==> config.mk <==
export PLATFORM = sky130hd
export DESIGN_NAME = prio_enc_rr
export DESIGN_NICKNAME = d
export VERILOG_FILES = /design/src/rtl/prio_enc_rr.sv
export SDC_FILE = /design/constraint.sdc
export NUM_CORES = 1
export LEC_CHECK = 0
export BUFFER_PORTS_ARGS = -buffer_cell sky130_fd_sc_hd__buf_2
export CAP_MARGIN = 20
export CELL_PAD_IN_SITES_DETAIL_PLACEMENT = 2
export CELL_PAD_IN_SITES_GLOBAL_PLACEMENT = 2
export CORE_ASPECT_RATIO = 1.2
export CORE_MARGIN = 4
export CORE_UTILIZATION = 31
export CTS_CLUSTER_DIAMETER = 60
export DETAILED_ROUTE_END_ITERATION = 8
export MAX_ROUTING_LAYER = met4
export PLACE_DENSITY = 0.76
export RECOVER_POWER = 50
export SYNTH_ARGS = -nofsm -noshare
export SYNTH_HDL_FRONTEND = slang
export SYNTH_SLANG_ARGS = --single-unit
==> constraint.sdc <==
create_clock -name clk -period 3.5 [get_ports clk]
set_input_delay 0.35 -clock clk [delete_from_list [all_inputs] [get_ports clk]]
set_output_delay 0.35 -clock clk [all_outputs]
set_load 0.02 [all_outputs]
==> src/rtl/prio_enc_rr.sv <==
// prio_enc_rr
// N-input priority encoder with registered grant outputs and a valid/ready
// output handshake. Two selection modes: fixed priority (highest index wins)
// and round-robin (first request at or above a rotating pointer, wrapping).
//
// Ports:
//   clk        rising-edge clock
//   rst_n      asynchronous active-low reset
//   req        request lines, bit i = requester i
//   rr_en      1 = round-robin, 0 = fixed priority (sampled at evaluation edges)
//   out_ready  consumer accepts the pending grant
//   out_valid  grant pending
//   out_idx    encoded index of the granted requester
//   out_onehot one-hot grant, bit out_idx set (zero when no grant)
//   xfer_cnt   accepted-grant counter, wraps
module prio_enc_rr #(
    parameter int unsigned N     = 8,
    parameter int unsigned IDX_W = 3,
    parameter int unsigned CNT_W = 8
) (
    input  logic             clk,
    input  logic             rst_n,
    input  logic [N-1:0]     req,
    input  logic             rr_en,
    input  logic             out_ready,
    output logic             out_valid,
    output logic [IDX_W-1:0] out_idx,
    output logic [N-1:0]     out_onehot,
    output logic [CNT_W-1:0] xfer_cnt
);

    typedef enum logic {
        IDLE = 1'b0,
        HOLD = 1'b1
    } state_t;

    state_t           state, state_nxt;
    logic [IDX_W-1:0] ptr, ptr_nxt;
    logic [IDX_W-1:0] idx_nxt;
    logic [N-1:0]     onehot_nxt;
    logic [CNT_W-1:0] cnt_nxt;
    logic [IDX_W-1:0] win_idx;
    logic             win_found;
    logic             accept;
    logic             eval;
    int unsigned      pos;

    // out_valid is the state flop itself
    assign out_valid = (state == HOLD);

    always_comb begin
        accept = (state == HOLD) && out_ready;
        eval   = (state == IDLE) || out_ready;

        // The accept edge is also an evaluation edge, so the search below
        // must already see the advanced pointer for back-to-back grants.
        ptr_nxt = ptr;
        if (accept && rr_en) begin
            if (out_idx == IDX_W'(N - 1))
                ptr_nxt = '0;
            else
                ptr_nxt = out_idx + 1'b1;
        end

        win_idx   = '0;
        win_found = 1'b0;
        pos       = 0;
        if (rr_en) begin
            for (int unsigned k = 0; k < N; k++) begin
                pos = 32'(ptr_nxt) + k;
                if (pos >= N)
                    pos = pos - N;
                if (!win_found && req[pos]) begin
                    win_found = 1'b1;
                    win_idx   = IDX_W'(pos);
                end
            end
        end else begin
            // later (higher) indices overwrite earlier ones
            for (int unsigned i = 0; i < N; i++) begin
                if (req[i]) begin
                    win_found = 1'b1;
                    win_idx   = IDX_W'(i);
                end
            end
        end

        state_nxt  = state;
        idx_nxt    = out_idx;
        onehot_nxt = out_onehot;
        cnt_nxt    = accept ? xfer_cnt + 1'b1 : xfer_cnt;

        if (eval) begin
            if (win_found) begin
                state_nxt  = HOLD;
                idx_nxt    = win_idx;
                onehot_nxt = {{(N-1){1'b0}}, 1'b1} << win_idx;
            end else begin
                state_nxt  = IDLE;
                idx_nxt    = '0;
                onehot_nxt = '0;
            end
        end
    end

    always_ff @(posedge clk or negedge rst_n) begin
        if (!rst_n) begin
            state      <= IDLE;
            ptr        <= '0;
            out_idx    <= '0;
            out_onehot <= '0;
            xfer_cnt   <= '0;
        end else begin
            state      <= state_nxt;
            ptr        <= ptr_nxt;
            out_idx    <= idx_nxt;
            out_onehot <= onehot_nxt;
            xfer_cnt   <= cnt_nxt;
        end
    end

endmodule
* After elaboration in Yosys (flattened, before gate mapping) *
Index checks and enable logic that the tools add are counted.

storage, ports and cells
  register bits = 23
  latch bits = 0
  bits in writable memories = 0
  bits in read-only memories = 0
  bits of input ports = 12
  output and inout port bits = 20
  word-level logic and storage cells = 135
  memories = 0

cells by class
  add/subtract/negate cells = 17
  multiply operators = 0
  div/mod/pow operators = 0
  magnitude comparators = 16
  equal/unequal tests = 1
  shift operators = 1
  multiplexer cells = 77
  bitwise gates (word level) = 1
  reduce and logical (&&, ||, !) cells = 17

operators with widths
  cell                                                  count
  2-to-1 mux 32 bit                                     16
  < comparator 32 x 4 -> 1 bit (second input constant)  8
  2-to-1 mux 3 bit                                      18
  subtractor 4 x 4 -> 5 bit (second input constant)     7
  2-to-1 mux 1 bit                                      34
  >= comparator 4 bit (second input constant)           7
  binary-select mux 1 bit (select 3 bit)                8
  adder 3 x 3 -> 4 bit (second input constant)          4
  logical AND 1 bit                                     9
  adder 3 x 2 -> 4 bit (second input constant)          2
  adder 8 x 1 -> 8 bit (second input constant)          1
  2-to-1 mux 8 bit                                      1
  left shift 1 x 3 -> 8 bit (first input constant)      1
  zero test 1 bit                                       7
  subtractor 3 x 4 -> 5 bit (second input constant)     1
  adder 3 x 1 -> 4 bit (second input constant)          1
  >= comparator 3 x 4 -> 1 bit (second input constant)  1
  adder 3 x 1 -> 3 bit (second input constant)          1
  equality test 3 bit (second input constant)           1
  logical OR 1 bit                                      1
  inverter 1 bit                                        1

* Longest topological paths before layout *
Gate-level depths: netlist of the first run.

  depth in word-level cells = 40
  mapped depth = 17

* Worst setup path after synthesis of the first run *
Ideal clock, no wire load.

  path type = flip-flop to flip-flop
  start = register state (netlist: out_valid)
  end = register out_onehot[4]
  setup time = 0.122 ns
  data arrival time = 3.804 ns
  data required time = 3.378 ns
  setup slack = -0.425 ns
  cell stages (with the launch flop) = 15
  path buffers = 2
  clock period less this slack = 3.925 ns
  cell sequence = dfrtp_1 and3_1 buf_4 mux2i_2 inv_2 clkbuf_1 ha_1 mux4_2 mux2_2 a221o_1 nor3_4 nand2_1 o31a_1 o22a_1 a32o_1

on the way
  cells in the longest elaborated chain, start to end = 40
  elaborated cells on any way between the ends = 101

ends and longest elaborated chain
  element                                                             line  RTL
  start, declared                                                     37    state_t state, state_nxt;
  start signal, assigned                                              114   state <= state_nxt;
  branches (longest 40 deep; another with subtractor 4 x 4 -> 5 bit)  --
  end signal, assigned                                                117   out_onehot <= onehot_nxt;
  end, declared                                                       28    output logic [N-1:0] out_onehot,

Parallel ways; which one is timed is not known. The select of a mux whose other input is x is not followed.
A chain may end at the register's enable or synchronous reset.

* Final worst setup path of the first run *
  start = register out_idx[0]
  end = register out_onehot[4]

on the way
  cells in the longest elaborated chain, start to end = 40
  elaborated cells on any way between the ends = 100

ends and longest elaborated chain
  element                                                             line    RTL
  start, declared                                                     27      output logic [IDX_W-1:0] out_idx,
  start signal, assigned                                              116     out_idx <= idx_nxt;
  adder 3 x 1 -> 3 bit / equality test 3 bit (equally long branches)  62, 59
  2-to-1 mux 3 bit *                                                  59      if (out_idx == IDX_W'(N - 1))
  2-to-1 mux 3 bit *                                                  58      if (accept && rr_en) begin
  via ptr_nxt[0]                                                      38      logic [IDX_W-1:0] ptr, ptr_nxt;
  branches (longest 36 deep; another with subtractor 4 x 4 -> 5 bit)  --
  2-to-1 mux 8 bit *                                                  94      if (win_found) begin

Mark *: on every way through the listed nets, which the timed path passes. The select of a mux whose other input is x is not followed.

==> results of run 1 <==
logic make-up after synthesis:
logic type / synth area share (%)
xor+xnor: 3.81
simple gates: 21.7
mux: 13.9
fa+ha+maj: 3.02
compound gates: 25.6
flops: 27.8
buf+inv: 4.11
timing repair:
item,in CTS,in global routing
setup buffers,11,9
setup endpoints to repair,11,12
resized for setup,26,23
pin swaps,14,14
layout make-up:
cell class	instances	area, um^2
flip-flops and latches	23	579
clock buffers	3	41.3
multi-input cells	190	1700
inverters	11	46.3
clock inverters	1	5.00
fillers	669	3170
well taps	85	106
repair buffers	113	797
per-layer routing:
| layer | up-vias | global-route usage, % | part of all wire, % |
|---|---|---|---|
| met5 | - | - | 0 |
| met4 | 0 | 14.0 | 8.2 |
| met3 | 98 | 4.08 | 5.9 |
| met2 | 181 | 55.4 | 50 |
| met1 | 1396 | 38.4 | 36 |
| li1 | 1111 | - | - |
cells in the final DEF, fill, tap and decap left out, types with 5 or more instances in the layout:
cell type,instances
buf_4,74
mux2i_1,10
buf_2,27
dfrtp_1,20
nor2_1,18
nand2_1,20
buf_6,6
inv_1,8
clkbuf_1,5
nand3_1,15
xnor2_1,6
o21ai_1,6
stage by stage:
step	std cells	setup TNS (ps)	hold WS (ps)
after global placement	404	-1010	351
after global routing	426	-5120	419
final	426	-4420	338
after CTS	418	-1260	59.1
after floorplan	233	-631	54.4
after detailed placement	404	-2590	357
how the worst min path moves through the flow:
stage                      from           to  slack [ps]  cells after the start
final                     rst_n  xfer_cnt[3]         340                      1
after global routing      rst_n  xfer_cnt[4]         420                      1
after CTS                 rst_n  xfer_cnt[4]          60                      1
after detailed placement  rst_n  xfer_cnt[4]         360                      1
after global placement    rst_n  xfer_cnt[3]         350                      1
after floorplan           rst_n   out_idx[0]          50                      0
worst reg2reg max path, cell delays in order, from the launching register on:
cell,delay (ps)
dfrtp_2,450
ha_4,180
ha_4,180
nor2_4,110
nand2_2,80
nand2_4,120
inv_6,60
ha_4,290
mux4_2,350
mux2_4,300
a221o_1,330
buf_6,150
a2111o_1,310
a32oi_2,260
o31a_1,340
buf_4,190
a32o_1,220
registers in the layout, summed over array words and instances, names as in the netlist:
signal	flops
out_valid	1
ptr	3
out_idx	3
out_onehot	8
xfer_cnt	8
==> key figures, run 1 <==
Placement
  – IO buf count: 31
  – Placer Congestion: slightly above 0.9
  – Dpl cell area: between 2000 and 3000 um^2
  – Dpl ws: -291 ps
  – Hpwl dp: 7570 um

Timing
  – Fin crit share: 114%
  – Clock Skew: 9.81 ps
  – Max_slew headroom: about a tenth
  – Worst-margin pin slew: 1350 ps
  – Final hold vios: 0
  – Fmax achieved: between 200 and 300 MHz
  – Final Max Tran Viols: 0
  – Final setup vio count: 12
  – Period minus WS final: around 4000 ps
  – RSZ-0062 raised after global routing: true
  – Worst setup margin: -497 ps

CTS
  – CTS root buf: clkbuf_8
  – CTS Sinks: 23
  – Longest Clk Path Bufs: 2
  – H-tree depth: 1
  – Clock Pin Slew Worst Setup and Hold Paths: approximately 100 ps
  – CTS tree: built
  – Clock buffer count from CTS: 3
  – Worst-Skew Late Latency: a little under 300 ps
  – Hold Buf Count CTS: 0

Status
  – Violated checks: negative setup slack
  – Status: finished with violations

Worst setup path
  – Crit-path max FO: 5
  – Required time of the critical path: 3710 ps
  – Worst setup path class: reg2reg
  – R2r setup slk: -500 ps
  – R2r endpoint: out_onehot[4]
  – Crit path buf inv count: 3
  – Max stage delay on crit path: approximately 450 ps
  – Crit-path cells: ha_4, ha_4, nor2_4, nand2_2, nand2_4, inv_6, ha_4, mux4_2, mux2_4, a221o_1, buf_6, a2111o_1, a32oi_2, o31a_1, buf_4, a32o_1
  – Delay-heaviest family, CP: compound AO/OA/AOI/OAI gates
  – Crit path to: out_onehot[4]
  – Startpoint types: flip-flop
  – Slowest stage cell, crit path: dfrtp_2
  – R2R Path Start: out_idx[0]
  – R2R depth: 16
  – Crit path from: out_idx[0]
  – CP Capture Type: flip-flop
  – Crit path depth: 16
  – Arrival @ worst endpoint: ~4200 ps
  – CP dominant cell by count: ha_4

Logic synthesis
  – Net Count, Synth: 250
  – Asr flop ratio synth: between 90% and 100%
  – Synth area leaders: dfrtp_1, mux2i_1, mux4_2, nand3_1, nand2_1
  – Post-synth EDFFs: 0
  – Most instantiated cells after synthesis: dfrtp_1, nand2_1, nor2_1
  – Post-Syn Area per Cell: ~9 um^2
  – Ys flop type: dfrtp_1
  – Most frequent cell after synthesis: dfrtp_1
  – Synth top area share: between 20% and 30%
  – Synth Instances: between 200 and 250
  – Synth unique cells: between 60 and 70
  – Yosys warning count: 0
  – Yosys top cell by area: dfrtp_1
  – Synthesized area: between 2000 and 2500 um^2
  – Post-synthesis sequential area ratio: around 28%
  – Yosys reg bits: 23

Routing
  – Routed wire per std cell: ~34 um
  – DRC viols: 0
  – DR vias: 2,786
  – DRT Pass-1 Iters: 5
  – Post-route antenna net violation count: 0
  – DRT iter0 DRCs: 198
  – Routed WL: about 14,000 um
  – Vias per cell: approximately 6.5

Hold path
  – Worst min-delay path class: in2async

Die
  – Die height: 97.5 um
  – Total core area: approximately 6400 um^2
  – Die outline area: ~8000 um^2
  – Initial cell density of the core: 32.1%
  – I/O pin count: 32
  – Rows: 32
  – Die width: between 80 and 90 um

Global route
  – Initial antenna violation count: 0
  – Total global routing overflow: 0
  – All-Layer GR Usage: about a third
  – First-pass GRT wire length: roughly 19,000 um
  – Largest net degree at the start of global routing: 24
  – Vias in the first global route: approximately 3,000

Final layout
  – Core Util, Final: roughly 51%
  – Fin area: about 3300 um^2
  – Area Overhead vs Synth: 58.3%
  – Share of cells above drive strength 1: 49.9%
  – Final net count: ~360
  – N_diodes: 0

Run
  – Max_cap viols: 0
Power of run 1 is not shown: default switching activity piles up to over one toggle a cycle in this logic, so the estimate is an artifact.
==> run 2: changes to the inputs <==
- PLACE_DENSITY: 0.76 -> 0.87
==> run 2 against run 1 <==
Compared with the run above: the flow still finishes with violations (negative setup slack); global-route usage rose by 1.6 points; largest cell class unchanged; highest routed layer unchanged; maximum frequency shrank 0.81%; non-clock buffer count decreased by 1.
==> key figures, run 2 (synthesized netlist as in run 1, its figures left out) <==
Status
  – Status: finished with violations
  – Violated checks: negative setup slack

Routing
  – DRT Pass-1 Iters: 5 (unchanged)
  – DR vias: 2,879 (+3.3%)
  – DRC viols: 0 (unchanged)
  – DRT iter0 DRCs: 311 (+57%)
  – Routed WL: 14,500 um (+0.42%)
  – Routed wire per std cell: 34.0 um (+0.65%)
  – Vias per cell: 6.77 (+3.6%)
  – Post-route antenna net violation count: 0 (unchanged)

Die
  – Die outline area: 8050 um^2 (unchanged)
  – Rows: 32 (unchanged)
  – I/O pin count: 32 (unchanged)
  – Total core area: 6450 um^2 (unchanged)
  – Die height: 97.5 um (unchanged)
  – Initial cell density of the core: 32.1% (unchanged)
  – Die width: 82.6 um (unchanged)

Final layout
  – Register Area: 579 um^2 (unchanged)
  – FILL cells: 676 (+1.0%)
  – N_diodes: 0 (unchanged)
  – Most common cell after layout, fill and taps aside: buf_4
  – Final net count: 358 (-0.28%)
  – Share of cells above drive strength 1: 49.1% (-0.74 points)
  – Most frequent cells in the layout: buf_4, buf_2, dfrtp_1, nand2_1, nor2_1
  – Area Overhead vs Synth: 56.0%
  – Footprint of the multi-input gates: 1650 um^2 (-3.0%)
  – Biggest regs: out_onehot (8), xfer_cnt (8)

Hold path
  – Worst min-delay path class: in2async

Timing
  – Final setup vio count: 12 (unchanged)
  – Max_slew headroom: 5.21% (-4.7 points)
  – Final hold vios: 0 (unchanged)
  – Period minus WS final: 4030 ps (+32.5 ps)
  – RSZ-0062 raised after global routing: true
  – Fin crit share: 115% (+0.93 points)
  – Worst setup margin: -530 ps (-32.5 ps)
  – Fmax achieved: 248 MHz (-0.81%)
  – Final Max Tran Viols: 0 (unchanged)
  – WHS: 359 ps (+21.0 ps)
  – Worst-margin pin slew: 1420 ps (+70.9 ps)
  – Clock Skew: 20.6 ps (+10.8 ps)

Placement
  – Hpwl dp: 8050 um (+6.4%)
  – Placer Congestion: 0.951 (+2.2%)
  – IO buf count: 31 (unchanged)

Worst setup path
  – Required time of the critical path: 3700 ps (about the same)
  – Crit-path max FO: 5 (unchanged)
  – Startpoint types: flip-flop
  – Arrival @ worst endpoint: 4230 ps (+20 ps)
  – Worst setup path class: reg2reg
  – R2R depth: 15 (-1)
  – CP Capture Type: flip-flop

CTS
  – CTS root buf: clkbuf_8
  – CTS tree: built
  – Worst-Skew Late Latency: 300 ps (about the same)
  – Clock buffer count from CTS: 3 (unchanged)
  – CTS Sinks: 23 (unchanged)
  – Clock Pin Slew Worst Setup and Hold Paths: 110 ps (about the same)
  – Hold Buf Count CTS: 0 (unchanged)
  – Longest Clk Path Bufs: 2 (unchanged)
  – H-tree depth: 1 (unchanged)

Global route
  – First-pass GRT wire length: 19,500 um (+4.5%)
  – Initial antenna violation count: 0 (unchanged)
  – All-Layer GR Usage: 34.5% (+1.6 points)
  – Largest net degree at the start of global routing: 24 (unchanged)
  – Total global routing overflow: 0 (unchanged)
  – Vias in the first global route: 3,039 (+1.6%)

Run
  – Max_cap viols: 0 (unchanged)
==> run 2: changes by cell type in the layout (fill, tap and decap cells not counted), sizes merged <==
cell    before  now
clkbuf       8    7
==> run 2: per-layer routing <==
metal	track usage (%)	vias to the layer above	wire length (um)
li1	-	1104	-
met1	43.5	1425	5390
met2	53.0	256	6630
met3	5.84	94	1370
met4	16.1	0	1070
met5	-	-	0
==> run 2: final timing paths <==
| path | from | slack (ps) | endpoint |
|---|---|---|---|
| hold / removal | rst_n | 360 | out_idx[1] |
| setup reg to reg | out_idx[0] | -530 | out_onehot[4] |
| min in group clk | xfer_cnt[7] | 520 | xfer_cnt[7] |
| hold reg to reg | xfer_cnt[7] | 520 | xfer_cnt[7] |
| setup / recovery | out_idx[0] | -530 | out_onehot[4] |
| max in group asynchronous | rst_n | 2220 | out_idx[0] |
==> run 2: layout make-up <==
cell class | instances | area share, %
clock inverters | 1 | 0.155
flip-flops and latches | 23 | 18.0
repair buffers | 112 | 24.7
clock buffers | 3 | 1.28
multi-input cells | 190 | 51.1
well taps | 85 | 3.30
inverters | 11 | 1.51
==> run 2: what timing repair did <==
action | CTS | global route
pin swaps | 17 | 16
setup buffers | 22 | 7
setup endpoints to repair | 11 | 12
resized for setup | 24 | 18
==> run 2: worst max-delay path, stage by stage, from the launching register on <==
cell	delay, ps
dfrtp_2	460
ha_4	310
inv_4	40
mux2i_4	260
inv_2	110
ha_4	310
mux4_2	360
mux2_4	300
buf_4	140
buf_4	130
a211oi_1	370
o21ai_0	280
o211ai_1	180
a21oi_2	120
o22a_2	280
a32o_2	270
==> run 2: metrics by stage <==
step | instances | cell area (um^2) | util [%] | setup TNS (ps) | setup slack (ps)
finish | 425 | 3230 | 50.1 | -5260 | -530
global route | 425 | 3230 | 50.1 | -5770 | -572
CTS | 418 | 3100 | 48.0 | -1210 | -182
detailed placement | 392 | 2760 | 42.9 | -3020 | -353
global placement | 392 | 2760 | 42.9 | -1070 | -166
floorplan | 233 | 2180 | - | -631 | -154
Power of run 2 is left out for the same reason.
==> run 3: changes to the inputs <==
- CAP_MARGIN: 20 -> not set
- CORE_UTILIZATION: 31 -> 32
- CTS_BUF_LIST: not set -> sky130_fd_sc_hd__clkbuf_2 sky130_fd_sc_hd__clkbuf_4 sky130_fd_sc_hd__clkbuf_8
- PLACE_DENSITY: 0.87 -> 0.89
==> run 3 against run 2 <==
Compared with the run above: the run still ends with negative setup slack left; die area decreased by 2.8%; maximum frequency rose by 0.93%; via count grew 2.3%; hold slack improved by 11 ps; critical endpoint is now out_onehot[1]; largest cell class unchanged.
==> key figures, run 3 (synthesized netlist as in run 1, its figures left out) <==
Die
  – Die outline area: 7820 um^2 (-2.8%)
  – I/O pin count: 32 (unchanged)
  – Rows: 31 (-3.1%)
  – Total core area: 6170 um^2 (-4.3%)
  – Initial cell density of the core: 33.5% (+1.5 points)
  – Die width: 81.4 um (-1.4%)
  – Die height: 96.1 um (-1.4%)

Timing
  – Period minus WS final: 3990 ps (-37.0 ps)
  – Final Max Tran Viols: 0 (unchanged)
  – Setup TNS Final: -4820 ps (+432 ps)
  – Final setup vio count: 12 (unchanged)
  – Worst setup margin: -493 ps (+37.0 ps)
  – Final hold vios: 0 (unchanged)
  – Worst-margin pin slew: 1410 ps (-8.79 ps)
  – RSZ-0062 raised after global routing: true
  – Fmax achieved: 250 MHz (+0.93%)
  – Max_slew headroom: 5.79% (+0.59 points)
  – Clock Skew: 8.34 ps (-12.3 ps)
  – Fin crit share: 114% (-1.1 points)

Routing
  – DRC viols: 0 (unchanged)
  – DRT iter0 DRCs: 455 (+46%)
  – Routed wire per std cell: 37.2 um (+9.4%)
  – Post-route antenna net violation count: 0 (unchanged)
  – Routed WL: 16,100 um (+11%)
  – Vias per cell: 6.84 (+0.90%)
  – DR vias: 2,946 (+2.3%)
  – DRT Pass-1 Iters: 5 (unchanged)

Final layout
  – Most common cell after layout, fill and taps aside: buf_4
  – Most frequent cells in the layout: buf_4, buf_2, dfrtp_1, nand2_1, nand3_1
  – N_diodes: 0 (unchanged)
  – Area Overhead vs Synth: 65.6%
  – Biggest regs: out_onehot (8), xfer_cnt (8)
  – Share of cells above drive strength 1: 53.3% (+4.2 points)
  – Final net count: 367 (+2.5%)

Global route
  – Largest net degree at the start of global routing: 24 (unchanged)
  – Initial antenna violation count: 0 (unchanged)
  – Vias in the first global route: 3,055 (+0.53%)
  – First-pass GRT wire length: 20,800 um (+6.7%)
  – Total global routing overflow: 0 (unchanged)
  – All-Layer GR Usage: 39.4% (+4.9 points)

CTS
  – Hold Buf Count CTS: 0 (unchanged)
  – H-tree depth: 1 (unchanged)
  – CTS root buf: clkbuf_8
  – Clock buffer count from CTS: 3 (unchanged)
  – CTS Sinks: 23 (unchanged)
  – Clock Pin Slew Worst Setup and Hold Paths: 100 ps (about the same)
  – Longest Clk Path Bufs: 2 (unchanged)
  – CTS tree: built
  – Worst-Skew Late Latency: 280 ps (-20 ps)

Run
  – Max_cap viols: 0 (unchanged)

Worst setup path
  – Startpoint types: flip-flop
  – R2R depth: 15 (unchanged)
  – Arrival @ worst endpoint: 4200 ps (-30 ps)
  – Worst setup path class: reg2reg
  – Crit-path max FO: 7 (+2)
  – CP Capture Type: flip-flop
  – Required time of the critical path: 3700 ps (about the same)

Status
  – Status: finished with violations
  – Violated checks: negative setup slack

Hold path
  – Worst min-delay path class: in2async

Placement
  – Placer Congestion: 0.912 (-4.2%)
  – Hpwl dp: 8390 um (+4.2%)
  – IO buf count: 31 (unchanged)
[run 3: metrics by stage]
step	hold slack (ps)	instances	area, um^2	setup slack, ps	utilization (%)
after floorplan	54.4	233	2180	-154	-
after global placement	340	397	2820	-147	45.7
after detailed placement	361	397	2820	-339	45.7
after CTS	52.8	421	3190	-174	51.8
after global routing	457	431	3420	-560	55.5
final	370	431	3420	-493	55.5
[run 3: area by class of cell]
type	instances	area, um^2
Fill cell	607	2740
Multi-Input combinational cell	190	1760
Timing Repair Buffer	121	887
Sequential cell	23	579
Tap cell	82	103
Inverter	11	46.3
Clock buffer	3	41.3
Clock inverter	1	5.00
[run 3: what timing repair did]
action                                  in CTS  in global routing
hold endpoints to repair                     0                  0
pin swaps                                   24                 19
gates resized for setup                     37                 36
gates cloned                                 0                  0
endpoints found under the setup margin      12                 12
buffers inserted                            21                 12
[run 3: routing by layer]
| layer | part of all wire [%] | up-vias | routed length (um) | track usage (%) |
|---|---|---|---|---|
| li1 | - | 1128 | - | - |
| met1 | 37 | 1437 | 5890 | 47.3 |
| met2 | 47 | 263 | 7520 | 63.0 |
| met3 | 8.9 | 118 | 1430 | 7.58 |
| met4 | 7.6 | 0 | 1210 | 18.6 |
| met5 | 0 | - | 0 | - |
[run 3: worst paths after layout]
check                             from            end  slack [ps]
max in group asynchronous        rst_n      out_valid        2210
max                         out_idx[0]  out_onehot[1]        -490
min                              rst_n  out_onehot[3]         370
min reg2reg                xfer_cnt[7]    xfer_cnt[7]         490
min in group clk           xfer_cnt[7]    xfer_cnt[7]         490
max reg2reg                 out_idx[0]  out_onehot[1]        -490
[run 3: worst max-delay path, cell delays in order, from the launching register on]
cell and delay (ps):
dfrtp_2 460, ha_4 180, ha_4 170, o21ai_0 340, and2_1 260, a2bb2oi_1 400
nand3_1 230, a221o_1 430, nor3_4 280, buf_12 180, nand2_4 60, o211ai_1 250
o22ai_1 130, buf_4 220, buf_6 120, o21ai_4 180
Power of run 3 is left out for the same reason.
